[config.mk]
export PLATFORM = sky130hd
export DESIGN_NAME = fetch_stage_flat
export DESIGN_NICKNAME = d
export VERILOG_FILES = /design/src/rtl/fetch_stage_if.sv /design/src/rtl/fetch_stage.sv /design/src/flat_wrapper.sv
export SDC_FILE = /design/constraint.sdc
export NUM_CORES = 1
export LEC_CHECK = 0
export CAP_MARGIN = 30
export CORE_UTILIZATION = 39
export DETAILED_ROUTE_END_ITERATION = 8
export PLACE_DENSITY = 0.76
export SKIP_CTS_REPAIR_TIMING = 1
export SLEW_MARGIN = 20
export SYNTH_ARGS = -nofsm -noshare
export SYNTH_HDL_FRONTEND = slang
export SYNTH_SLANG_ARGS = --single-unit
[constraint.sdc]
create_clock -name clk -period 1.9 [get_ports clk]
set_input_delay 0.57 -clock clk [delete_from_list [all_inputs] [get_ports clk]]
set_output_delay 0.57 -clock clk [all_outputs]
set_load 0.02 [all_outputs]
[src/rtl/fetch_stage_if.sv]
// fetch_stage_if: fetch-stage bus bundling the instruction-memory port, fetch control and the IF/ID register outputs
interface fetch_stage_if #(
  parameter int PC_WIDTH  = 5,
  parameter int CNT_WIDTH = 16
);
  logic [PC_WIDTH-1:0]  pc;
  logic                 imem_reset;
  logic [31:0]          instr;
  logic                 stall;
  logic                 branch_taken;
  logic [PC_WIDTH-1:0]  branch_target;
  logic [31:0]          if_id_instr;
  logic [PC_WIDTH-1:0]  if_id_pc;
  logic                 if_id_valid;
  logic                 halted;
  logic [CNT_WIDTH-1:0] fetch_count;
  modport master (
    output pc, imem_reset, if_id_instr, if_id_pc, if_id_valid, halted, fetch_count,
    input  instr, stall, branch_taken, branch_target
  );
  modport slave (
    input  pc, imem_reset, if_id_instr, if_id_pc, if_id_valid, halted, fetch_count,
    output instr, stall, branch_taken, branch_target
  );
endinterface

[src/rtl/fetch_stage.sv]
// fetch_stage: program counter, combinational imem fetch and IF/ID register with boot, stall, branch and halt
module fetch_stage #(
  parameter int                  PC_WIDTH   = 5,
  parameter logic [PC_WIDTH-1:0] RESET_PC   = '0,
  parameter logic [31:0]         NOP_INSTR  = 32'h0000_0000,
  parameter logic [31:0]         HALT_INSTR = 32'hFFFF_FFFF,
  parameter int                  CNT_WIDTH  = 16
) (
  input  logic          clk,
  input  logic          reset,
  fetch_stage_if.master f
);
  typedef enum logic [1:0] {BOOT, RUN, HALTED} state_t;
  state_t               state, state_n;
  logic [PC_WIDTH-1:0]  pc_q, pc_n, ipc_q, ipc_n;
  logic [31:0]          ins_q, ins_n;
  logic                 v_q, v_n;
  logic [CNT_WIDTH-1:0] cnt_q, cnt_n;
  always_ff @(posedge clk or negedge reset) begin
    if (!reset) begin
      state <= BOOT;
      pc_q  <= RESET_PC;
      ipc_q <= '0;
      ins_q <= NOP_INSTR;
      v_q   <= 1'b0;
      cnt_q <= '0;
    end else begin
      state <= state_n;
      pc_q  <= pc_n;
      ipc_q <= ipc_n;
      ins_q <= ins_n;
      v_q   <= v_n;
      cnt_q <= cnt_n;
    end
  end
  // branch beats stall in RUN; in HALTED only a branch restarts fetch
  always_comb begin
    state_n = state;
    pc_n    = pc_q;
    ipc_n   = ipc_q;
    ins_n   = ins_q;
    v_n     = v_q;
    cnt_n   = cnt_q;
    if (state == BOOT) begin
      state_n = RUN;
    end else if (state == RUN) begin
      if (f.branch_taken) begin
        pc_n  = f.branch_target;
        ins_n = NOP_INSTR;
        v_n   = 1'b0;
      end else if (!f.stall) begin
        ins_n   = f.instr;
        ipc_n   = pc_q;
        v_n     = 1'b1;
        cnt_n   = &cnt_q ? cnt_q : cnt_q + CNT_WIDTH'(1);
        state_n = (f.instr == HALT_INSTR) ? HALTED : RUN;
        pc_n    = (f.instr == HALT_INSTR) ? pc_q : pc_q + PC_WIDTH'(1);
      end
    end else begin
      ins_n   = NOP_INSTR;
      v_n     = 1'b0;
      pc_n    = f.branch_taken ? f.branch_target : pc_q;
      state_n = f.branch_taken ? RUN : HALTED;
    end
  end
  assign f.pc          = pc_q;
  assign f.imem_reset  = !reset || state == BOOT;
  assign f.if_id_instr = ins_q;
  assign f.if_id_pc    = ipc_q;
  assign f.if_id_valid = v_q;
  assign f.halted      = state == HALTED;
  assign f.fetch_count = cnt_q;
endmodule

[src/flat_wrapper.sv]
// flat-port wrapper written by rule: the top's interface ports become plain ports
module fetch_stage_flat 
#(
  parameter int                  PC_WIDTH   = 5,
  parameter logic [PC_WIDTH-1:0] RESET_PC   = '0,
  parameter logic [31:0]         NOP_INSTR  = 32'h0000_0000,
  parameter logic [31:0]         HALT_INSTR = 32'hFFFF_FFFF,
  parameter int                  CNT_WIDTH  = 16
)
  (clk, reset, f_pc, f_imem_reset, f_if_id_instr, f_if_id_pc, f_if_id_valid, f_halted, f_fetch_count, f_instr, f_stall, f_branch_taken, f_branch_target);
  fetch_stage_if #(.PC_WIDTH(PC_WIDTH), .CNT_WIDTH(CNT_WIDTH)) f_i ();
  input  logic clk;
  input  logic reset;
  output wire logic [$bits(f_i.pc)-1:0] f_pc;
  output wire logic [$bits(f_i.imem_reset)-1:0] f_imem_reset;
  output wire logic [$bits(f_i.if_id_instr)-1:0] f_if_id_instr;
  output wire logic [$bits(f_i.if_id_pc)-1:0] f_if_id_pc;
  output wire logic [$bits(f_i.if_id_valid)-1:0] f_if_id_valid;
  output wire logic [$bits(f_i.halted)-1:0] f_halted;
  output wire logic [$bits(f_i.fetch_count)-1:0] f_fetch_count;
  input wire logic [$bits(f_i.instr)-1:0] f_instr;
  input wire logic [$bits(f_i.stall)-1:0] f_stall;
  input wire logic [$bits(f_i.branch_taken)-1:0] f_branch_taken;
  input wire logic [$bits(f_i.branch_target)-1:0] f_branch_target;
  assign f_pc = f_i.pc;
  assign f_imem_reset = f_i.imem_reset;
  assign f_if_id_instr = f_i.if_id_instr;
  assign f_if_id_pc = f_i.if_id_pc;
  assign f_if_id_valid = f_i.if_id_valid;
  assign f_halted = f_i.halted;
  assign f_fetch_count = f_i.fetch_count;
  assign f_i.instr = f_instr;
  assign f_i.stall = f_stall;
  assign f_i.branch_taken = f_branch_taken;
  assign f_i.branch_target = f_branch_target;
  fetch_stage #(.PC_WIDTH(PC_WIDTH), .RESET_PC(RESET_PC), .NOP_INSTR(NOP_INSTR), .HALT_INSTR(HALT_INSTR), .CNT_WIDTH(CNT_WIDTH)) u_core (.clk(clk), .reset(reset), .f(f_i));
endmodule
==> results.md <==
- Ys async rst share: 100%
- Yosys top cell by area: dfrtp_1
- Slew Limit Headroom: 50.0%
- CTS Buffer Depth: 2
- Die Area: 6970 sq um
- Port bufs: 101
- CP Capture Type: output port
- Critical Path Start Type: register
- Clk slew on worst S/H paths: 70 ps
- Critical path fanouts, max: 2
- Clk_lat worst skew: 330 ps
- Via count: 2,346
- Hold_ws: 456 ps
- Critical path data required time: 1330 ps
- Crit path depth: 1
- Min Tclk post-route: 1880 ps
- Worst Skew: 5.13 ps
- Syn Inst Count: 226
- Top_reg_cell synth: dfrtp_1
- Number of global-route vias before repair: 2,267
- Largest stage delay, worst path: 610 ps
- Iteration-0 DRC Markers: 86
- Final instance area: 4470 sq um
- Worst vdd ir: 0.000789 V
- Leak: 2.93 nW
- Synth Warn #: 0
- Syn avg cell area: 11.5 sq um
- Drt via density: 5.31
- Routed Antenna Nets: 0
- Post-synth EDFFs: 0
- Die Ht: 83.5 microns
- Initial antenna violation count: 0
- Synth cell count leaders: dfrtp_1, a22o_1, nand2_1
- Fraction of layout instances using a drive strength above 1: 18.4%
- Root Buffer: clkbuf_8
- Pins Over Slew Limit: 0
- Synth top area share: 58.9%
- Nets: 403
- DRT Pass-1 Iters: 4
- Fin util: 70.0%
- Maxcap violations: 0
- Hpwl dp: 5070 microns
- CP arrival: 1310 ps
- Multi-input logic area: 1080 sq um
- Final setup vio count: 0
- Total track usage: 20.7%
- Hold Vio Cnt, Final: 0
- Synth Cell Area: 2590 sq um
- Most frequent cell after synthesis: dfrtp_1
- Outcome: finished, final reports clean
- GP Congestion: 0.856
- CP delay by family, top: buffers and inverters
- I/O Pins: 102
- Worst hold path class: in2async
- Slew @ Worst Pin: 749 ps
- Dominant cells by area after synthesis: dfrtp_1, a22o_1, nand2_1, xnor2_1, nand4_1
- Sequential share of the synthesized area: 58.9%
- First-pass GRT wire length: 11,300 microns
- Final WL: 7270 microns
- DP Cell Count: 423
- Rows: 29
- Core ar.: 6390 sq um
- Post-synthesis register bit count: 61
- Worst path buffer plus inverter count: 1
- Period utilization: 98.7%
- Path depth of the worst reg2reg path: 6
- Post-Place Cell Area: 3940 sq um
- CP max stage cell: clkdlybuf4s50_1
- Cell Chain, Critical Path: clkdlybuf4s50_1
- Register cell area after layout: 1530 sq um
- TritonCTS Buffers: 9
- Max Freq: 533 MHz
- Initial core utilization: 40.6%
- H-tree depth: 3
- Synth-to-Final Area Change: 72.4%
- Crit path kind: reg2out
- Post-route DRC: 0
- # fillers: 448
- Syn_nets: 269
- Pwr dens: 856 nW/um^2
- TNS Setup: 0 ps
- Setup repair after global routing missed its margin: true
- Ant diodes: 0
- Die Wd: 83.5 microns
- Post-synth cell types: 37
- Clk sink count: 61
- TritonCTS clock tree: done
- Routed length per instance: 16.4 microns
- Final cell count without fillers: 442
- Largest net degree at the start of global routing: 62
- GR Overflow Total: 0
## power breakdown
group	switching [mW]	internal, mW
combinational	0.422	0.431
sequential	0.126	1.43
clock	0.539	0.877
total	1.09	2.74
## kinds of logic after synthesis
logic type | share of synthesized area (%)
mux | 1.21
flops | 58.9
xor+xnor | 4.73
compound gates | 15.6
buf+inv | 1.88
fa+ha+maj | 0.966
simple gates | 16.7
## sequential cells by signal, indices dropped and copies added (netlist names)
register,cells
u_core.f.fetch_count,16
u_core.f.if_id_pc,5
u_core.state,2
u_core.f.if_id_instr,32
u_core.f.if_id_valid,1
u_core.f.pc,5
## per-stage QoR
stage                     setup slack [ps]  total power, mW
after floorplan                      -77.4             1.96
after global placement                -535             2.44
after detailed placement              -572             2.46
after CTS                             -407             3.87
after global routing                 -35.8             3.99
final                                 23.9             3.83
## area by class of cell
cell class                 count  area share [%]
clock inverter                 7            2.74
multi-input combinational    154            24.2
clock buffer                   9            2.77
sequential                    61            34.2
timing repair buffer         132            33.8
tap                           77            2.16
inverter                       2           0.168
## path summary, 6_finish.rpt
check                                         start                  endpoint  slack [ps]
max in group asynchronous                     reset   u_core.f.if_id_instr[2]         960
setup / recovery           u_core.f.if_id_instr[17]         f_if_id_instr[17]          20
min in group clk               u_core.f.if_id_pc[4]      u_core.f.if_id_pc[4]         490
setup reg to reg                    u_core.state[1]  u_core.f.fetch_count[14]          40
hold / removal                                reset  u_core.f.if_id_instr[28]         460
hold reg to reg                u_core.f.if_id_pc[4]      u_core.f.if_id_pc[4]         490
## routing by layer
layer	vias up	share of wire, %	GRT usage (%)
met3	8	6.8	5.04
met4	0	1.4	9.24
met5	-	0	0
met2	85	49	32.3
li1	1102	-	-
met1	1151	43	27.6
## cell usage in the layout (no fill, tap or decap), types with 3 or more instances in the layout
cell type	instances
dlymetal6s2s_1	86
dfrtp_1	61
a22o_1	32
nand2_1	28
buf_4	23
clkdlybuf4s50_1	13
nand4_1	12
xnor2_1	10
nor2_1	9
clkbuf_8	9
nor2b_1	5
a21oi_1	5
nand3_1	4
xor2_1	4
buf_6	4
nor3_1	3
o311ai_0	3
bufinv_16	3
buf_12	3
No activity file was read; power rests on OpenSTA's default activity.
==> edit, RTL diff (config.mk and constraints unchanged) <==
The 3 states of `state_t` get a one-hot encoding in 3 bits.
--- a/src/rtl/fetch_stage.sv
+++ b/src/rtl/fetch_stage.sv
@@ -10,7 +10,7 @@
   input  logic          reset,
   fetch_stage_if.master f
 );
-  typedef enum logic [1:0] {BOOT, RUN, HALTED} state_t;
+  typedef enum logic [2:0] {BOOT = 3'b001, RUN = 3'b010, HALTED = 3'b100} state_t;
   state_t               state, state_n;
   logic [PC_WIDTH-1:0]  pc_q, pc_n, ipc_q, ipc_n;
   logic [31:0]          ins_q, ins_n;
Check against the original RTL: no difference found for any inputs over 10 cycles, from zero or initial values and one cycle with reset low; not proved beyond that.
==> edit against the unedited design <==
The run now ends with DRC left; sequential cell count increased by 1; die area increased by 2.2%; largest cell class unchanged; highest routed layer unchanged; first-iteration DRC count down 12%; area after synthesis grew 2.3%; utilization fell by 1.7 points; non-clock buffer count grew 6; critical endpoint is now f_imem_reset; setup slack worse by 0.010 ns; routed wire length down 7.5%; sequential share of layout area up 1.1 points; total power is 12% lower; cell count decreased by 2.9%; final area fell by 1.3%.
==> edit: results (changes against the unedited design) <==
* Setup Skew at 0.005796 ns (+0.0006621 ns)
* Combinational share of power at 0.246 (+0.023)
* Ys async rst share at 1.000 (unchanged)
* Routed wire per std cell at 15.66 um (-4.7%)
* Share of layout cells above drive strength 1 at 0.2216 (+0.03803)
* Fill count at 488 (+8.9%)
* Vias in the first global route at 2223 (-1.9%)
* DRT Pass-1 Iters at 6 (+2)
* Top delay family on crit path: flip-flops
* Cells after synthesis at 209 (-7.5%)
* Inst Count DP at 414 (-2.1%)
* Crit path largest cell delay at 0.52 ns (-0.09 ns)
* Leak at 0.002777 uW (-5.3%)
* DR vias/cell at 5.182 (-2.4%)
* Pin count of the biggest net entering global routing at 63 (+1.6%)
* Clock buffers at 14 (+5)
* Starting DRT DRC Count at 76 (-12%)
* Gr usage total at 0.1926 (-0.01482)
* Fraction of area in multi-input gates at 0.2526 (+0.01040)
* Drt total wl at 6720 um (-7.5%)
* Fin nets at 391 (-3.0%)
* Reg area at 0.001553 mm2 (+1.7%)
* Met2 Wirelength at 3249 um (-9.1%)
* First-pass GRT wire length at 10560 um (-6.7%)
* #MultiIn Comb at 135 (-12%)
* Synth unique cells at 41 (+11%)
* Clock sinks at 62 (+1.6%)
* Synth area leaders: dfrtp_1 (58%), a22o_1 (11%), mux2_2 (4.2%), xnor2_1 (3.6%), nand4_1 (3.5%)
* Synth top cells by count: dfrtp_1 (61), a22o_1 (32), nand4_1 (15)
* # port buffers at 101 (unchanged)
* Violated checks: DRC
* Status: complete, but fails checks
* Synth Net Count at 252 (-6.3%)
* DRC errors left at 8 (+8)
* Worst r2r path cells at 5 (-1)
* Internal cell power at 2429 uW (-11%)
* Tightest Pin Transition at 0.7573 ns (+0.007979 ns)
-- edit: cell count changes after synthesis, moves of 5 or more --
cell	unedited run	this run
nor2_1	13	1
nand2_1	28	9
nor2b_1	5	0
mux2_2	1	10
-- edit: path summary, 6_finish.rpt --
kind	to	start	slack [ns]
setup / recovery	f_imem_reset	u_core.state[0]$_DFFE_PN1P_	0.01
hold / removal	u_core.f.fetch_count[6]$_DFFE_PN0P_	reset	0.48
setup reg to reg	u_core.f.fetch_count[14]$_DFFE_PN0P_	u_core.state[2]$_DFFE_PN0P_	0.03
hold reg to reg	u_core.f.if_id_valid$_DFFE_PN0P_	u_core.f.if_id_valid$_DFFE_PN0P_	0.49
max in group asynchronous	u_core.f.if_id_instr[28]$_DFFE_PN0P_	reset	0.92
min in group clk	u_core.f.if_id_valid$_DFFE_PN0P_	u_core.f.if_id_valid$_DFFE_PN0P_	0.49
-- edit: cells by family (layout without fill, tap and decap cells) --
kind of cell,count (synthesis),after routing,share of synthesized area
adders and majority gates,2,2,0.009441
AOI/OAI and AO/OA,53,53,0.1577
DFF,62,62,0.5859
buffers and inverters,12,155,0.02266
and+or+nand+nor,53,53,0.1256
xor gates and xnor gates,14,14,0.04627
other,1,1,0.001415
muxes,12,12,0.05099
-- edit: per-stage QoR --
stage | total power (uW) | setup WS, ns | instance area, um2
final | 3372 | 0.01391 | 4408
after global routing | 3550 | -0.06860 | 4408
after CTS | 3427 | -0.5717 | 4178
after detailed placement | 2412 | -0.5118 | 4010
after global placement | 2386 | -0.4964 | 4010
after floorplan | 1928 | -0.04048 | 2661
-- edit: metal layers --
metal | up-vias | global-route usage
li1 | 1075 | -
met1 | 1071 | 0.2471
met2 | 67 | 0.3145
met3 | 10 | 0.03933
met4 | 0 | 0.09245
met5 | - | 0
